`src/rtl/io_uart_responder.sv`:
```
`default_nettype none
// +--------------------------------------------------------------------------+
// | Module   : io_uart_responder                                             |
// | Purpose  : UART peripheral on the J1 IO bus. Decodes io_rd/io_wr against |
// |            mem_addr, transmits written bytes, buffers received bytes in  |
// |            a small FIFO and returns data/status on a registered io_din.  |
// | Revision : 1.0  initial release                                          |
// +--------------------------------------------------------------------------+
module io_uart_responder #(
  parameter int CLKS_PER_BIT = 104,
  parameter int RX_DEPTH     = 4
) (
  input  logic        clk,
  input  logic        resetq,
  input  logic        io_rd,
  input  logic        io_wr,
  input  logic [15:0] mem_addr,
  input  logic [15:0] dout,
  output logic [15:0] io_din,
  input  logic        uart_rx,
  output logic        uart_tx
);

  // Bit-period counter must hold CLKS_PER_BIT-1; FIFO count must hold RX_DEPTH.
  localparam int              c_CW       = $clog2(CLKS_PER_BIT + 1);
  localparam int              c_PW       = $clog2(RX_DEPTH);
  localparam int              c_NW       = c_PW + 1;
  localparam logic [c_CW-1:0] c_BIT_LAST = c_CW'(CLKS_PER_BIT - 1);
  localparam logic [c_CW-1:0] c_HALF     = c_CW'(CLKS_PER_BIT / 2);
  localparam logic [c_CW-1:0] c_CNT_ONE  = c_CW'(1);
  localparam logic [c_NW-1:0] c_FULL     = c_NW'(RX_DEPTH);
  localparam logic [c_NW-1:0] c_NUM_ONE  = c_NW'(1);
  localparam logic [c_PW-1:0] c_PTR_ONE  = c_PW'(1);

  // ---------------------------------------------------------------- decode
  logic w_wr_data;
  logic w_rd_data;
  logic w_rd_stat;
  logic w_unused_bits;

  // Bit 12 (DATA) wins over bit 13 (STATUS) on reads.
  assign w_wr_data     = io_wr & mem_addr[12];
  assign w_rd_data     = io_rd & mem_addr[12];
  assign w_rd_stat     = io_rd & ~mem_addr[12] & mem_addr[13];
  assign w_unused_bits = ^{mem_addr[15:14], mem_addr[11:0], dout[15:8]};

  // ---------------------------------------------------------------- transmitter
  typedef enum logic [0:0] {
    TX_IDLE  = 1'b0,
    TX_SHIFT = 1'b1
  } tx_state_t;

  tx_state_t       r_tx_state;
  tx_state_t       w_tx_next;
  logic [c_CW-1:0] r_tx_cnt;
  logic [3:0]      r_tx_slot;
  logic [8:0]      r_tx_sr;     // bits still to send after the start bit: {stop, data}
  logic            r_tx;
  logic            w_tx_ready;
  logic            w_tx_start;
  logic            w_tx_tick;

  assign w_tx_ready = (r_tx_state == TX_IDLE);
  assign w_tx_start = w_wr_data & w_tx_ready;
  assign w_tx_tick  = (r_tx_cnt == '0);

  // TX state register
  always_ff @(posedge clk or negedge resetq) begin
    if (!resetq) r_tx_state <= TX_IDLE;
    else         r_tx_state <= w_tx_next;
  end

  // TX next state: leave SHIFT at the end of the tenth bit slot
  always_comb begin
    w_tx_next = r_tx_state;
    case (r_tx_state)
      TX_IDLE:  if (w_tx_start) w_tx_next = TX_SHIFT;
      TX_SHIFT: if (w_tx_tick && (r_tx_slot == 4'd0)) w_tx_next = TX_IDLE;
      default:  w_tx_next = TX_IDLE;
    endcase
  end

  // TX datapath: start bit driven at load, then one shift per bit period
  always_ff @(posedge clk or negedge resetq) begin
    if (!resetq) begin
      r_tx_cnt  <= '0;
      r_tx_slot <= '0;
      r_tx_sr   <= '1;
      r_tx      <= 1'b1;
    end else if (r_tx_state == TX_IDLE) begin
      if (w_tx_start) begin
        r_tx_sr   <= {1'b1, dout[7:0]};
        r_tx      <= 1'b0;
        r_tx_cnt  <= c_BIT_LAST;
        r_tx_slot <= 4'd9;
      end
    end else if (w_tx_tick) begin
      if (r_tx_slot == 4'd0) begin
        r_tx <= 1'b1;
      end else begin
        r_tx      <= r_tx_sr[0];
        r_tx_sr   <= {1'b1, r_tx_sr[8:1]};
        r_tx_slot <= r_tx_slot - 4'd1;
        r_tx_cnt  <= c_BIT_LAST;
      end
    end else begin
      r_tx_cnt <= r_tx_cnt - c_CNT_ONE;
    end
  end

  assign uart_tx = r_tx;

  // ---------------------------------------------------------------- receiver
  typedef enum logic [1:0] {
    RX_IDLE  = 2'd0,
    RX_START = 2'd1,
    RX_DATA  = 2'd2,
    RX_STOP  = 2'd3
  } rx_state_t;

  logic            r_rx_s1;
  logic            r_rx_s2;
  logic            r_rx_prev;
  rx_state_t       r_rx_state;
  rx_state_t       w_rx_next;
  logic [c_CW-1:0] r_rx_cnt;
  logic [2:0]      r_rx_bit;
  logic [7:0]      r_rx_sr;
  logic            w_rx_fall;
  logic            w_rx_tick;
  logic            w_rx_push;

  assign w_rx_fall = r_rx_prev & ~r_rx_s2;
  assign w_rx_tick = (r_rx_cnt == '0);
  assign w_rx_push = (r_rx_state == RX_STOP) & w_rx_tick & r_rx_s2;

  // Two-flop synchroniser plus one delayed copy for edge detection
  always_ff @(posedge clk or negedge resetq) begin
    if (!resetq) begin
      r_rx_s1   <= 1'b1;
      r_rx_s2   <= 1'b1;
      r_rx_prev <= 1'b1;
    end else begin
      r_rx_s1   <= uart_rx;
      r_rx_s2   <= r_rx_s1;
      r_rx_prev <= r_rx_s2;
    end
  end

  // RX state register
  always_ff @(posedge clk or negedge resetq) begin
    if (!resetq) r_rx_state <= RX_IDLE;
    else         r_rx_state <= w_rx_next;
  end

  // RX next state: a high line at the start-bit sample is a false start
  always_comb begin
    w_rx_next = r_rx_state;
    case (r_rx_state)
      RX_IDLE:  if (w_rx_fall) w_rx_next = RX_START;
      RX_START: if (w_rx_tick) w_rx_next = r_rx_s2 ? RX_IDLE : RX_DATA;
      RX_DATA:  if (w_rx_tick && (r_rx_bit == 3'd7)) w_rx_next = RX_STOP;
      RX_STOP:  if (w_rx_tick) w_rx_next = RX_IDLE;
      default:  w_rx_next = RX_IDLE;
    endcase
  end

  // RX datapath: half-bit alignment, then one sample per bit period, LSB first
  always_ff @(posedge clk or negedge resetq) begin
    if (!resetq) begin
      r_rx_cnt <= '0;
      r_rx_bit <= '0;
      r_rx_sr  <= '0;
    end else begin
      case (r_rx_state)
        RX_IDLE: begin
          if (w_rx_fall) r_rx_cnt <= c_HALF;
        end
        RX_START: begin
          if (w_rx_tick) begin
            r_rx_cnt <= c_BIT_LAST;
            r_rx_bit <= 3'd0;
          end else begin
            r_rx_cnt <= r_rx_cnt - c_CNT_ONE;
          end
        end
        RX_DATA: begin
          if (w_rx_tick) begin
            r_rx_sr  <= {r_rx_s2, r_rx_sr[7:1]};
            r_rx_bit <= r_rx_bit + 3'd1;
            r_rx_cnt <= c_BIT_LAST;
          end else begin
            r_rx_cnt <= r_rx_cnt - c_CNT_ONE;
          end
        end
        default: begin
          if (!w_rx_tick) r_rx_cnt <= r_rx_cnt - c_CNT_ONE;
        end
      endcase
    end
  end

  // ---------------------------------------------------------------- receive FIFO
  logic [7:0]      r_fifo [RX_DEPTH];
  logic [c_PW-1:0] r_wr_ptr;
  logic [c_PW-1:0] r_rd_ptr;
  logic [c_NW-1:0] r_count;
  logic            r_overrun;
  logic            w_full;
  logic            w_avail;
  logic            w_pop;
  logic            w_push;
  logic            w_ovr_set;

  // A pop in the same cycle frees a slot, so a push into a full FIFO still lands.
  assign w_full    = (r_count == c_FULL);
  assign w_avail   = (r_count != '0);
  assign w_pop     = w_rd_data & w_avail;
  assign w_push    = w_rx_push & (~w_full | w_pop);
  assign w_ovr_set = w_rx_push & w_full & ~w_pop;

  generate
    for (genvar gi = 0; gi < RX_DEPTH; gi++) begin : g_fifo_entry
      // Storage entry, written when the write pointer selects it
      always_ff @(posedge clk or negedge resetq) begin
        if (!resetq)                                r_fifo[gi] <= 8'h00;
        else if (w_push && (r_wr_ptr == c_PW'(gi))) r_fifo[gi] <= r_rx_sr;
      end
    end
  endgenerate

  // Pointers wrap naturally because the depth is a power of two
  always_ff @(posedge clk or negedge resetq) begin
    if (!resetq) begin
      r_wr_ptr <= '0;
      r_rd_ptr <= '0;
      r_count  <= '0;
    end else begin
      if (w_push) r_wr_ptr <= r_wr_ptr + c_PTR_ONE;
      if (w_pop)  r_rd_ptr <= r_rd_ptr + c_PTR_ONE;
      case ({w_push, w_pop})
        2'b10:   r_count <= r_count + c_NUM_ONE;
        2'b01:   r_count <= r_count - c_NUM_ONE;
        default: r_count <= r_count;
      endcase
    end
  end

  // Sticky overrun; a new overrun beats a simultaneous status-read clear
  always_ff @(posedge clk or negedge resetq) begin
    if (!resetq)        r_overrun <= 1'b0;
    else if (w_ovr_set) r_overrun <= 1'b1;
    else if (w_rd_stat) r_overrun <= 1'b0;
  end

  // ---------------------------------------------------------------- read data
  logic [15:0] r_io_din;

  // Registered read data, held between read strobes
  always_ff @(posedge clk or negedge resetq) begin
    if (!resetq) begin
      r_io_din <= 16'h0000;
    end else if (io_rd) begin
      if (mem_addr[12])      r_io_din <= w_avail ? {8'h00, r_fifo[r_rd_ptr]} : 16'h0000;
      else if (mem_addr[13]) r_io_din <= {13'd0, r_overrun, w_tx_ready, w_avail};
      else                   r_io_din <= 16'h0000;
    end
  end

  assign io_din = r_io_din;

endmodule
`default_nettype wire

```
`config.mk`:
```
export PLATFORM = sky130hd
export DESIGN_NAME = io_uart_responder
export DESIGN_NICKNAME = d
export VERILOG_FILES = /design/src/rtl/io_uart_responder.sv
export SDC_FILE = /design/constraint.sdc
export NUM_CORES = 1
export LEC_CHECK = 0
export ABC_CLOCK_PERIOD_IN_PS = 2400
export CORE_MARGIN = 2
export CORE_UTILIZATION = 45
export CTS_CLUSTER_DIAMETER = 30
export CTS_CLUSTER_SIZE = 24
export DETAILED_ROUTE_END_ITERATION = 8
export DONT_BUFFER_PORTS = 1
export SETUP_SLACK_MARGIN = 0.2
export SLEW_MARGIN = 20
export SYNTH_ARGS = -nofsm -noshare
export SYNTH_HDL_FRONTEND = slang
export SYNTH_SLANG_ARGS = --single-unit
```
`constraint.sdc`:
```
create_clock -name clk -period 2.4 [get_ports clk]
set_input_delay 0.36 -clock clk [delete_from_list [all_inputs] [get_ports clk]]
set_output_delay 0.36 -clock clk [all_outputs]
set_load 0.01 [all_outputs]
```
# Word-level counts from Yosys, hierarchy flattened
# Cells that the tools add are included.
dict set report classes {
  addsub 8
  magnitude_cmp 1
  eq_ne 19
  mux 41
  bitwise_logic 19
  reduce_logical 24
}
# operator n
set op_table {}
lappend op_table {{7-bit two-way mux} 7}
lappend op_table {{9-bit two-way mux} 4}
lappend op_table {{8-bit two-way mux} 4}
lappend op_table {{8-bit binary-select mux with 2-bit select} 1}
lappend op_table {{4-bit two-way mux} 4}
lappend op_table {{7-bit logical NOT} 2}
lappend op_table {{7-bit case mux with 2 select lines} 1}
lappend op_table {{7-bit by 1-bit subtractor with 7-bit output, second input constant} 2}
lappend op_table {{1-bit AND} 12}
lappend op_table {{2-bit != test, second input constant} 6}
lappend op_table {{3-bit case mux with 2 select lines} 2}
lappend op_table {{2-bit == test, second input constant} 5}
lappend op_table {{2-bit two-way mux} 5}
lappend op_table {{3-bit two-way mux} 3}
lappend op_table {{1-bit two-way mux} 8}
lappend op_table {{2-bit case mux with 4 select lines} 1}
lappend op_table {{2-bit AND reduction} 4}
lappend op_table {{2-bit nonzero test} 4}
lappend op_table {{3-bit by 1-bit adder with 3-bit output, second input constant} 2}
lappend op_table {{2-bit by 1-bit == test with 1-bit output, second input constant} 3}
lappend op_table {{3-bit == test, second input constant} 2}
lappend op_table {{1-bit logical AND} 6}
lappend op_table {{3-bit AND reduction} 2}
lappend op_table {{1-bit NOT} 5}
lappend op_table {{15 further kinds} 17}
dict set report word_totals {
  ff_bits 101
  in_bits 37
  output_inout_bits 17
  word_cells 133
}

# Logic depth before layout (Yosys ltp)
dict set report depth {
  word_depth 6
  ltp_mapped 9
  mapped_depth_nobuf 9
}

# Least setup slack after synthesis
# Ideal clock, no wire load.
dict set report synth_path {
  path_kind {reg2reg}
  startpoint {reg r_rx_cnt[0]}
  endpoint {reg r_count[2]}
  arrival_time_ns 1.917
  required_ns 2.296
  path_slack_ns 0.379
  path_stages_with_launch 10
  period_less_slack_ns 2.021
  cell_sequence {dfrtp_1 > inv_1 > ha_1 > and4b_1 > nand2_1 > and2_1 > fa_1 > inv_1 > a31oi_1 > a221oi_1}
}
dict set report synth_between {
  elab_chain_cells 6
  elab_cells_between_ends 8
  classes_between {eq/ne (2); mux (1); bitwise (3); reduce/logical (2)}
}
# item line_no
set synth_lines {}
lappend synth_lines {{from (decl)} 126} ;# logic [c_CW-1:0] r_rx_cnt;
lappend synth_lines {{from (signal assigned)} 177} ;# if (w_rx_fall) r_rx_cnt <= c_HALF;
lappend synth_lines {{from (signal assigned)} 181} ;# r_rx_cnt <= c_BIT_LAST;
lappend synth_lines {{from (signal assigned)} 184} ;# r_rx_cnt <= r_rx_cnt - c_CNT_ONE;
lappend synth_lines {{7-bit logical NOT (*)} 134} ;# assign w_rx_tick = (r_rx_cnt == '0);
lappend synth_lines {{1-bit AND (*) (2 in a row)} 135} ;# assign w_rx_push = (r_rx_state == RX_STOP) & w_rx_tick & r_rx_s2;
lappend synth_lines {{1-bit AND (*)} 219} ;# assign w_push = w_rx_push & (~w_full | w_pop);
lappend synth_lines {{2-bit by 1-bit == test with 1-bit output / 2-bit == test (equally long branches)} 241} ;# case ({w_push, w_pop})
lappend synth_lines {{3-bit case mux with 2 select lines / 2-bit nonzero test (equally long branches)} --}
lappend synth_lines {{to (signal assigned)} 242} ;# 2'b10: r_count <= r_count + c_NUM_ONE;
lappend synth_lines {{to (signal assigned)} 243} ;# 2'b01: r_count <= r_count - c_NUM_ONE;
lappend synth_lines {{to (signal assigned)} 244} ;# default: r_count <= r_count;
lappend synth_lines {{to (decl)} 207} ;# logic [c_NW-1:0] r_count;
# Mark *: on every way between the ends. The rest lies on a longest branch, timed or not.
# A chain may end at the register's enable or synchronous reset.

# Worst setup path after layout
# Same ends and word-level chain as after synthesis.

==> flow_summary.ini <==
[finish]
final-seq-area_um2 = 2320
final_area_um2 = 4980
final_layout_size_suffix_gt1_share_pct = 27.8
fillerInstances = 930
insertedDiodeCount = 0
multi_input_area_um2 = 2120
syn2layout_area_growth_pct = 9.09
finalNetCount = 452

[floorplan]
dieArea_um2 = 11000
initial_core_util_pct = 46.5
die_width_um = 105
die_extent_in_y_um = 105
pin_count = 54
row_count = 36
fp.coreArea_um2 = 9820

[global_route]
first_global_vias = 2947
antenna_found_initial = 0
grt_start_max_net_pins = 93
grt_first_pass_wirelength_mm = 14.6
global_route.overflow_total = 0
grt_usage_pct = 16.9

[synth]
asyncSetResetFlopFracSynth_pct = 100
ys_warn_count = 0
area_share_of_the_largest_cell_type_after_synthesis_pct = 43.8
post-synth-top-count-cell = sky130_fd_sc_hd__dfrtp_1
synth-main-ff-cell = sky130_fd_sc_hd__dfrtp_1
synthDistinctLibCells = 67
synth_cell_count_leaders = sky130_fd_sc_hd__dfrtp_1, sky130_fd_sc_hd__mux2_2, sky130_fd_sc_hd__nand2_1
netlist.top_cell.by_area = sky130_fd_sc_hd__dfrtp_1
postSynthRegisterBits = 92
synth-seq-area-share_pct = 50.7
syn-mean-instance-area_um2 = 11.9
netlist_area_um2 = 4570
synth-edff-count = 0
yosys-top-cells-area = sky130_fd_sc_hd__dfrtp_1, sky130_fd_sc_hd__mux2_2, sky130_fd_sc_hd__dfstp_2, sky130_fd_sc_hd__ha_1, sky130_fd_sc_hd__mux4_2
synth_instances = 384

[sta]
tns_ns = 0
finalSetupViolations = 0
post-route-period-util_pct = 87.8
max_slew.worst_pin.slew_ns = 0.574
fin_skew_ns = 0.0110
max-slew-margin-rel_pct = 61.8
maxSlewViolCount = 0
finalCriticalPeriod_ns = 2.11
timing.final.hold_violations = 92
max_freq_ghz = 0.475
fin_hold_ws_ns = -0.313
rsz0062_at_grt = true

[setup_path]
critPathRequiredTime_ns = 2.66
flop2flop_setup_slack_ns = 0.29
crit_type = reg2reg
cp-start-kind = flop
worstReg2RegEnd = r_count[2]
worst_r2r_startpoint = r_rx_cnt[0]
timing.reg2reg.worst_path_depth = 9
setup.worst_path.end_class = flop
critPathArrivalTime_ns = 2.37
worst-path-max-fanout = 6

[drt]
detailroute.wirelength.met3_um = 238
final_antenna_net_count = 0
met1_length_mm = 4.14
detail_route.vias_per_cell = 5.45
vias = 2923
remaining_drc_errors = 0
wirelength_mm = 8.81
highest-signal-layer = met4
wl_met2_mm = 4.31
wire_per_inst_um = 16.4
drtIter0Drc = 142
detailedRoute.firstPassIterationCount = 4

[power]
static-leakage-power_nw = 2.30
net-switching-power_mw = 1.69
pwr-share-clk_pct = 20.4
power_per_cell_area_nw_per_um2 = 949
internal_power_mw = 3.04
peakVddDrop_mv = 0.348
power_frac_seq_pct = 46.8
swShare_pct = 35.6
combPwrFrac_pct = 32.7

[clocking]
postCtsHoldBufs = 1
htree_num_levels = 3
cts_inserted_buffers = 9
clkLatencyLatePin_ns = 0.36
cts_root_buffer = sky130_fd_sc_hd__clkbuf_8
clkSinkCount = 92
path_clk_slew_ns = 0.10
cts-root-to-sink-buffers = 2
tritoncts = built

[placement]
placed_area_um2 = 4720
dp_hpwl_mm = 5.86
routability_congestion_estimate = 0.801
buffer_ports.inserted = 0

[min_path]
min_path_type = in2async

[status]
status = complete, but fails checks
failed_checks = hold timing

[run]
max_cap_viol_count = 0
==> area by class of cell <==
cell class / count / area share, %
Inverter: 23 / 1.73
Timing Repair Buffer: 15 / 2.31
Tap cell: 133 / 3.34
Multi-Input combinational cell: 257 / 42.5
Sequential cell: 92 / 46.5
Clock inverter: 4 / 0.678
Clock buffer: 12 / 2.91
==> registers in the layout, indices dropped and copies added, names as in the netlist, 2 cells and up, named ones only <==
| signal | cells |
|---|---|
| io_din | 8 |
| r_count | 3 |
| r_fifo | 32 |
| r_rd_ptr | 2 |
| r_rx_bit | 3 |
| r_rx_cnt | 7 |
| r_rx_sr | 8 |
| r_tx_cnt | 7 |
| r_tx_slot | 4 |
| r_tx_sr | 8 |
| r_wr_ptr | 2 |
==> through the flow <==
step	power (mW)	hold WS, ns	setup WS [ns]	instances	util, %
after detailed placement	3.69	0.0686	0.193	515	48.1
after global placement	3.63	0.0678	0.232	515	48.1
final	4.73	-0.313	0.294	536	50.8
after CTS	4.70	-0.341	0.200	532	50.1
after floorplan	3.34	0.0644	0.379	391	-
after global routing	5.09	-0.344	0.149	536	50.8
==> power by group through the flow <==
stage / combinational, mW / sequential [mW] / clock [mW]
detailed placement: 1.45 / 2.23 / 0
global route: 1.74 / 2.28 / 1.06
global placement: 1.41 / 2.22 / 0
CTS: 1.48 / 2.21 / 1.01
floorplan: 1.23 / 2.11 / 0
finish: 1.55 / 2.21 / 0.966
==> kinds of logic after synthesis <==
group | synth area share [%]
multiplexers | 17.2
XOR/XNOR | 0.767
flip-flops | 50.7
other | 0.0821
buffers and inverters | 4.46
AND/OR/NAND/NOR | 10.6
AO/OA/AOI/OAI | 11.3
adder cells (fa/ha/maj) | 4.82
==> cells in the final DEF, fill, tap and decap left out, types with 11 or more instances in the layout <==
cell type	n
sky130_fd_sc_hd__dfrtp_1	80
sky130_fd_sc_hd__mux2_2	44
sky130_fd_sc_hd__nand2_1	31
sky130_fd_sc_hd__inv_1	20
sky130_fd_sc_hd__o21ai_0	18
sky130_fd_sc_hd__a21oi_1	15
sky130_fd_sc_hd__ha_1	15
sky130_fd_sc_hd__buf_4	14
sky130_fd_sc_hd__dfstp_2	12
sky130_fd_sc_hd__mux2i_1	11
==> worst max-delay path by stage <==
stage / cells after the start / slack, ns / startpoint / end
floorplan: 9 / 0.38 / r_rx_cnt[0] / r_count[2]
global placement: 9 / 0.23 / r_rx_cnt[0] / r_count[2]
detailed placement: 9 / 0.19 / r_rx_cnt[0] / r_count[2]
CTS: 9 / 0.20 / r_rx_cnt[0] / r_count[2]
global route: 9 / 0.15 / r_rx_cnt[0] / r_count[2]
finish: 9 / 0.29 / r_rx_cnt[0] / r_count[2]
==> metal layers <==
metal,vias up,global-route usage [%]
met4,0,7.90
met3,9,3.37
met2,29,26.8
met1,1477,22.3
li1,1408,-
met5,-,0
==> critical path: stages (launching register included) <==
cell	delay, ns
sky130_fd_sc_hd__dfrtp_1	0.42
sky130_fd_sc_hd__inv_2	0.09
sky130_fd_sc_hd__ha_4	0.16
sky130_fd_sc_hd__and4b_1	0.24
sky130_fd_sc_hd__nand2_2	0.09
sky130_fd_sc_hd__and2_1	0.18
sky130_fd_sc_hd__fa_1	0.39
sky130_fd_sc_hd__inv_2	0.08
sky130_fd_sc_hd__a31oi_1	0.09
sky130_fd_sc_hd__a221oi_2	0.27
==> what timing repair did <==
item / 4_1_cts / 5_1_grt
endpoints found under the setup margin: 1 / 7
pin swaps: 0 / 1
hold endpoints to repair: 93 / 92
gates resized for setup: 2 / 9
setup buffers: 0 / 4
No activity file was read; power rests on OpenSTA's default activity.
